`src/rtl/iobuf_loopback_tester_pkg.sv`:
```
// Shared types and check rules for the IOBUF pad loopback tester.
// Vector layout is {ext_o, io_t, io_i}.
package iobuf_loopback_tester_pkg;

    typedef enum logic [2:0] {
        StIdle,
        StApply,
        StSettle,
        StCheck,
        StNext,
        StDone
    } state_e;

    typedef logic [2:0] vec_t;

    // Mode 1 with the pad driven against a differing ext_o would be driver contention.
    function automatic logic skip(input logic mode, input vec_t vec);
        return mode && !vec[1] && (vec[2] != vec[0]);
    endfunction

    function automatic logic exp_ok(input logic mode, input vec_t vec,
                                    input logic io_o_s, input logic ext_i_s);
        logic ok;
        if (!vec[1]) begin
            ok = (io_o_s == vec[0]) && (mode || (ext_i_s == vec[0]));
        end else begin
            ok = !mode || (io_o_s == vec[2]);
        end
        return ok;
    endfunction

endpackage

```
`src/rtl/iobuf_loopback_tester_if.sv`:
```
// Pad-control, readback and status bundle between the tester and the board.
// master = tester side, slave = board/host side.
interface iobuf_loopback_tester_if #(
    parameter int unsigned ERR_W = 8
);
    logic             start;
    logic             mode;
    logic             io_i;
    logic             io_t;
    logic             ext_o;
    logic             io_o;
    logic             ext_i;
    logic             busy;
    logic             done;
    logic             pass;
    logic             fail;
    logic [ERR_W-1:0] err_cnt;
    logic [2:0]       fail_vec;

    modport master (
        input  start, mode, io_o, ext_i,
        output io_i, io_t, ext_o, busy, done, pass, fail, err_cnt, fail_vec
    );

    modport slave (
        output start, mode, io_o, ext_i,
        input  io_i, io_t, ext_o, busy, done, pass, fail, err_cnt, fail_vec
    );
endinterface

```
`src/rtl/iobuf_loopback_tester_sync_2ff.sv`:
```
// Two-flop synchroniser for a single asynchronous input, reset to 0.
module sync_2ff (
    input  logic clk,
    input  logic rst,
    input  logic i_d,
    output logic o_q
);
    logic r_meta;
    logic r_q;

    always_ff @(posedge clk) begin
        if (rst) begin
            r_meta <= 1'b0;
            r_q    <= 1'b0;
        end else begin
            r_meta <= i_d;
            r_q    <= r_meta;
        end
    end

    assign o_q = r_q;
endmodule

```
`src/rtl/iobuf_loopback_tester.sv`:
```
// Walks the eight {ext_o,io_t,io_i} vectors through a jumpered IOBUF pad and checks the readback.
// IOBUF_LOOPBACK_TESTER_CONTINUOUS_EN: when defined, DONE auto-restarts and error state accumulates.
module iobuf_loopback_tester
    import iobuf_loopback_tester_pkg::*;
#(
    parameter int unsigned SETTLE_CYCLES = 16,
    parameter int unsigned ERR_W         = 8
) (
    input  logic                    clk,
    input  logic                    rst,
    iobuf_loopback_tester_if.master bus
);

`ifdef IOBUF_LOOPBACK_TESTER_CONTINUOUS_EN
    localparam bit Continuous = 1'b1;
`else
    localparam bit Continuous = 1'b0;
`endif

    localparam int unsigned CNT_W = (SETTLE_CYCLES > 2) ? $clog2(SETTLE_CYCLES) : 1;

    if (SETTLE_CYCLES < 3) begin : g_bad_settle
        $error("SETTLE_CYCLES must be at least 3 to cover the synchroniser latency");
    end

    state_e           r_state;
    vec_t             r_vec;
    logic [CNT_W-1:0] r_cnt;
    logic             r_mode;
    logic             r_io_i;
    logic             r_io_t;
    logic             r_ext_o;
    logic             r_busy;
    logic             r_done;
    logic             r_pass;
    logic             r_fail;
    logic [ERR_W-1:0] r_err_cnt;
    vec_t             r_fail_vec;

    logic w_io_o_s;
    logic w_ext_i_s;
    logic w_mismatch;
    logic w_any_err;

    sync_2ff u_sync_io_o (
        .clk (clk),
        .rst (rst),
        .i_d (bus.io_o),
        .o_q (w_io_o_s)
    );

    sync_2ff u_sync_ext_i (
        .clk (clk),
        .rst (rst),
        .i_d (bus.ext_i),
        .o_q (w_ext_i_s)
    );

    assign w_mismatch = (r_state == StCheck) && !exp_ok(r_mode, r_vec, w_io_o_s, w_ext_i_s);
    // Error state as it will be after this cycle, so pass/fail register correctly on entry to DONE.
    assign w_any_err  = (r_err_cnt != '0) || w_mismatch;

    always_ff @(posedge clk) begin
        if (rst) begin
            r_state    <= StIdle;
            r_vec      <= '0;
            r_cnt      <= '0;
            r_mode     <= 1'b0;
            r_io_i     <= 1'b0;
            r_io_t     <= 1'b1;
            r_ext_o    <= 1'b0;
            r_busy     <= 1'b0;
            r_done     <= 1'b0;
            r_pass     <= 1'b0;
            r_fail     <= 1'b0;
            r_err_cnt  <= '0;
            r_fail_vec <= '0;
        end else begin
            case (r_state)
                StIdle, StDone: begin
                    if (Continuous && (r_state == StDone)) begin
                        r_state <= StApply;
                        r_vec   <= '0;
                        r_busy  <= 1'b1;
                        r_done  <= 1'b0;
                        r_pass  <= 1'b0;
                        r_fail  <= 1'b0;
                    end else if (bus.start) begin
                        r_state    <= StApply;
                        r_vec      <= '0;
                        r_mode     <= bus.mode;
                        r_err_cnt  <= '0;
                        r_fail_vec <= '0;
                        r_busy     <= 1'b1;
                        r_done     <= 1'b0;
                        r_pass     <= 1'b0;
                        r_fail     <= 1'b0;
                    end
                end
                StApply: begin
                    if (skip(r_mode, r_vec)) begin
                        r_state <= StNext;
                    end else begin
                        {r_ext_o, r_io_t, r_io_i} <= r_vec;
                        r_cnt   <= CNT_W'(SETTLE_CYCLES - 1);
                        r_state <= StSettle;
                    end
                end
                StSettle: begin
                    if (r_cnt == '0) begin
                        r_state <= StCheck;
                    end else begin
                        r_cnt <= r_cnt - CNT_W'(1);
                    end
                end
                StCheck, StNext: begin
                    if (w_mismatch) begin
                        if (!(&r_err_cnt)) begin
                            r_err_cnt <= r_err_cnt + ERR_W'(1);
                        end
                        if (r_err_cnt == '0) begin
                            r_fail_vec <= r_vec;
                        end
                    end
                    if (r_vec == 3'd7) begin
                        r_state <= StDone;
                        r_busy  <= 1'b0;
                        r_done  <= 1'b1;
                        r_pass  <= !w_any_err;
                        r_fail  <= w_any_err;
                        r_io_t  <= 1'b1;
                        r_io_i  <= 1'b0;
                        r_ext_o <= 1'b0;
                    end else begin
                        r_vec   <= r_vec + 3'd1;
                        r_state <= StApply;
                    end
                end
                default: begin
                    r_state <= StIdle;
                end
            endcase
        end
    end

    assign bus.io_i     = r_io_i;
    assign bus.io_t     = r_io_t;
    assign bus.ext_o    = r_ext_o;
    assign bus.busy     = r_busy;
    assign bus.done     = r_done;
    assign bus.pass     = r_pass;
    assign bus.fail     = r_fail;
    assign bus.err_cnt  = r_err_cnt;
    assign bus.fail_vec = r_fail_vec;

endmodule

```
`src/flat_wrapper.sv`:
```
// flat-port wrapper written by rule: the top's interface ports become plain ports
module iobuf_loopback_tester_flat import iobuf_loopback_tester_pkg::*;
#(
    parameter int unsigned SETTLE_CYCLES = 16,
    parameter int unsigned ERR_W         = 8
)
  (clk, rst, bus_start, bus_mode, bus_io_o, bus_ext_i, bus_io_i, bus_io_t, bus_ext_o, bus_busy, bus_done, bus_pass, bus_fail, bus_err_cnt, bus_fail_vec);
  iobuf_loopback_tester_if #(.ERR_W(ERR_W)) bus_i ();
  input  logic clk;
  input  logic rst;
  input wire logic [$bits(bus_i.start)-1:0] bus_start;
  input wire logic [$bits(bus_i.mode)-1:0] bus_mode;
  input wire logic [$bits(bus_i.io_o)-1:0] bus_io_o;
  input wire logic [$bits(bus_i.ext_i)-1:0] bus_ext_i;
  output wire logic [$bits(bus_i.io_i)-1:0] bus_io_i;
  output wire logic [$bits(bus_i.io_t)-1:0] bus_io_t;
  output wire logic [$bits(bus_i.ext_o)-1:0] bus_ext_o;
  output wire logic [$bits(bus_i.busy)-1:0] bus_busy;
  output wire logic [$bits(bus_i.done)-1:0] bus_done;
  output wire logic [$bits(bus_i.pass)-1:0] bus_pass;
  output wire logic [$bits(bus_i.fail)-1:0] bus_fail;
  output wire logic [$bits(bus_i.err_cnt)-1:0] bus_err_cnt;
  output wire logic [$bits(bus_i.fail_vec)-1:0] bus_fail_vec;
  assign bus_i.start = bus_start;
  assign bus_i.mode = bus_mode;
  assign bus_i.io_o = bus_io_o;
  assign bus_i.ext_i = bus_ext_i;
  assign bus_io_i = bus_i.io_i;
  assign bus_io_t = bus_i.io_t;
  assign bus_ext_o = bus_i.ext_o;
  assign bus_busy = bus_i.busy;
  assign bus_done = bus_i.done;
  assign bus_pass = bus_i.pass;
  assign bus_fail = bus_i.fail;
  assign bus_err_cnt = bus_i.err_cnt;
  assign bus_fail_vec = bus_i.fail_vec;
  iobuf_loopback_tester #(.SETTLE_CYCLES(SETTLE_CYCLES), .ERR_W(ERR_W)) u_core (.clk(clk), .rst(rst), .bus(bus_i));
endmodule
```
`config.mk`:
```
export PLATFORM = sky130hd
export DESIGN_NAME = iobuf_loopback_tester_flat
export DESIGN_NICKNAME = d
export VERILOG_FILES = /design/src/rtl/iobuf_loopback_tester_pkg.sv /design/src/rtl/iobuf_loopback_tester_if.sv /design/src/rtl/iobuf_loopback_tester_sync_2ff.sv /design/src/rtl/iobuf_loopback_tester.sv /design/src/flat_wrapper.sv
export SDC_FILE = /design/constraint.sdc
export NUM_CORES = 1
export LEC_CHECK = 0
export ABC_AREA = 1
export ABC_CLOCK_PERIOD_IN_PS = 1800
export CAP_MARGIN = 20
export CORE_ASPECT_RATIO = 1.75
export CORE_MARGIN = 10
export CORE_UTILIZATION = 48
export DETAILED_ROUTE_END_ITERATION = 12
export HOLD_SLACK_MARGIN = 0.02
export PLACE_DENSITY_LB_ADDON = 0.25
export SYNTH_ARGS = -nofsm -noshare
export SYNTH_HDL_FRONTEND = slang
export SYNTH_SLANG_ARGS = --single-unit
```
`constraint.sdc`:
```
create_clock -name clk -period 1.8 [get_ports clk]
set_clock_uncertainty 0.2 [all_clocks]
set_input_delay 0.36 -clock clk [delete_from_list [all_inputs] [get_ports clk]]
set_output_delay 0.36 -clock clk [all_outputs]
set_load 0.02 [all_outputs]
```
==> metrics.md <==
| Metric | Value |
|---|---|
| Outcome | completed |
| Routed wire per std cell | 11.81 um |
| Pleak | 1.123 nW |
| Die height | 99.20 um |
| Share of cells above drive strength 1 | 19.28% |
| Die area | 6473 um2 |
| Syn Nets | 270 |
| Iter 0 DRT Violations | 34 |
| Ranking of synthesized cells by area | dfxtp_1 (38%), nand2_1 (14%), nand3_1 (7.9%) |
| CP startpoint | u_core.r_vec[0] |
| Post-CTS Setup Repair Bufs | 0 |
| Min cycle time layout | 1.689 ns |
| Post-synthesis register bit count | 33 |
| Slew headroom | 81.82% |
| Total number of vias | 1737 |
| Core box area | 3433 um2 |
| Power Dens Cells | 1413 nW/um2 |
| Antenna viol nets, final | 0 |
| Ys Warns | 0 |
| Row count | 28 |
| Crit end category | flop |
| Via/cell ratio | 4.949 |
| H-tree levels | 2 |
| CP max FO | 6 |
| Tot GR Track Use | 13.71% |
| Least-Margin Pin Slew | 0.2698 ns |
| RSZ-0062 raised after global routing | yes |
| CP Launch Type | flop |
| Worst-Skew Late Latency | 0.29 ns |
| WL final | 4144 um |
| RD Place Congestion | 0.9048 |
| Mean Syn Cell Area | 6.642 um2 |
| Hpwl dp | 3208 um |
| VDD IR-drop max | 0.8558 mV |
| Final setup viols | 0 |
| Synth area leader | dfxtp_1 |
| Slew Limit Fails | 0 |
| Worst Hold Class | flop to flop |
| Setup TNS | 0 ns |
| Port Buffers | 23 |
| Longest Clk Path Bufs | 2 |
| Die width | 65.26 um |
| Hold path startpoint | u_core.u_sync_ext_i.r_meta |
| WP data arrival | 1.66 ns |
| Largest net degree at the start of global routing | 19 |
| Max-Cap Viols | 0 |
| Worst Path Required | 1.78 ns |
| Area post-placement | 2146 um2 |
| Sequential share of the synthesized area | 38.40% |
| Initial core utilization | 50.11% |
| Fmax | 591.9 MHz |
| Layout area overhead | 34.69% |
| Cell Area, Synth | 1720 um2 |
| Root Buffer Master | clkbuf_8 |
| Clk slew on worst S/H paths | 0.07 ns |
| Hold buffers post-CTS | 0 |
| I/O pin count | 24 |
| Antenna cell count | 0 |
| Crit Path Category | flop to flop |
| Vias in the first global route | 1701 |
| CTS tree | done |
| First-pass GRT wire length | 7210 um |
| Top-area cell type share of the netlist area | 38.40% |
| Fin. Hold Viols | 0 |
| Initial antenna violation count | 0 |
| Grt total ovfl | 0 |
| Clock sink total | 33 |
| Drt pass-1 iters | 4 |
| Final Cell Area | 2317 um2 |
| Overall Power | 0.003275 W |
| Cts bufs inserted | 5 |
| Nets@finish | 316 |
| Yosys cell types | 28 |
| Post-Synthesis Cells | 259 |
| DRC | 0 |
| Tcrit/Tclk final | 93.85% |
| RR Startpoint | u_core.r_vec[0] |
| Fillcell total | 360 |
-- worst paths after layout --
path	slack [ns]	cells after the start	to
min	0.21	2	u_core.u_sync_ext_i.o_q
max	0.11	6	u_core.r_state[2]
max reg2reg	0.11	6	u_core.r_state[2]
min reg2reg	0.21	2	u_core.u_sync_ext_i.o_q
-- cells by family (layout without fill, tap and decap cells) --
logic type | Yosys count | count (layout) | synth area share [%]
adder cells (fa/ha/maj) | 5 | 5 | 3.636
XOR/XNOR | 2 | 2 | 1.018
AND/OR/NAND/NOR | 142 | 142 | 36.44
flip-flops | 33 | 33 | 38.40
buffers and inverters | 41 | 88 | 9.091
AO/OA/AOI/OAI | 36 | 36 | 11.42
-- cells in the final DEF (no fill, tap or decap), types with 3 or more instances in the layout --
master and count:
clkdlybuf4s50_1 5, buf_4 21, o21ai_0 12, nand2_1 64, a21oi_1 16, inv_1 30, nand3_1 26, dlygate4sd2_1 16
ha_1 4, clkbuf_8 6, inv_2 6, nor2_1 32, dfxtp_2 7, nand2_4 3, dfxtp_1 26, nand4_1 3
-- per-stage QoR --
step | cells | setup WS (ns) | hold slack [ns] | util (%)
3_5_place_dp | 343 | -0.07846 | 0.2022 | 62.50
4_1_cts | 351 | 0.001755 | 0.2121 | 65.52
6_report | 351 | 0.1106 | 0.2087 | 67.49
2_1_floorplan | 259 | 0.008453 | 0.1883 | -
3_3_place_gp | 343 | -0.04117 | 0.1895 | 62.50
5_1_grt | 351 | -0.007433 | 0.2214 | 67.49
-- report_power, final --
group	internal [W]	leakage [nW]	switching (W)
sequential	0.000914	0.273	0.000126
clock	0.000451	0.0585	0.000266
combinational	0.000604	0.791	0.000913
-- flip-flops by register name (all words and copies together), names as in the netlist --
register,flops
u_core.bus.err_cnt,8
u_core.r_cnt,4
u_core.bus.fail_vec,3
u_core.r_state,3
u_core.r_vec,3
u_core.bus.busy,1
u_core.bus.done,1
u_core.bus.ext_o,1
u_core.bus.fail,1
u_core.bus.io_i,1
u_core.bus.io_t,1
u_core.bus.pass,1
u_core.r_mode,1
u_core.u_sync_ext_i.o_q,1
u_core.u_sync_ext_i.r_meta,1
u_core.u_sync_io_o.o_q,1
u_core.u_sync_io_o.r_meta,1
-- routing by layer --
layer	GRT usage, %	share of wire [%]	vias to the layer above
met5	0	0	-
met4	8.775	3.2	0
met3	4.157	4.8	11
met2	24.08	53	38
met1	13.32	39	767
li1	-	-	921
-- synthesized netlist by cell type --
cell type / n
o21ai_1: 1
inv_2: 6
xor2_1: 2
dfxtp_1: 33
nor2_4: 1
o211ai_1: 2
or2_2: 1
inv_1: 30
nor3_2: 1
buf_2: 2
clkbuf_1: 2
o21ai_0: 12
a31oi_1: 2
o31ai_1: 1
nor2_1: 35
a21oi_2: 1
nand3_2: 1
nand2_1: 66
buf_1: 1
nand2_2: 3
a21oi_1: 16
o21a_1: 1
nand3_1: 27
ha_1: 5
nor3b_1: 1
nand4_1: 3
nor3_1: 2
nor2_8: 1
-- final cells by class --
class                      instances  area (um2)  share of cell area [%]
multi-input combinational        185       967.2                   41.74
inverter                          36       135.1                   5.832
sequential                        33       669.4                   28.89
clock inverter                     1       30.03                   1.296
timing repair buffer              44       372.9                   16.09
tap                               45       56.30                   2.430
clock buffer                       7       86.33                   3.726
-- worst max-delay path: stages (launching register included) --
cell,delay [ns]
dfxtp_2,0.35
ha_1,0.20
ha_1,0.20
nand2_1,0.19
inv_1,0.10
o31ai_1,0.28
inv_1,0.07
-- timing repair --
item                       in CTS  in global routing
gates resized for setup        18                 20
pin swaps                       1                  3
setup endpoints to repair      20                 24
(Power assumes the default switching activity.)
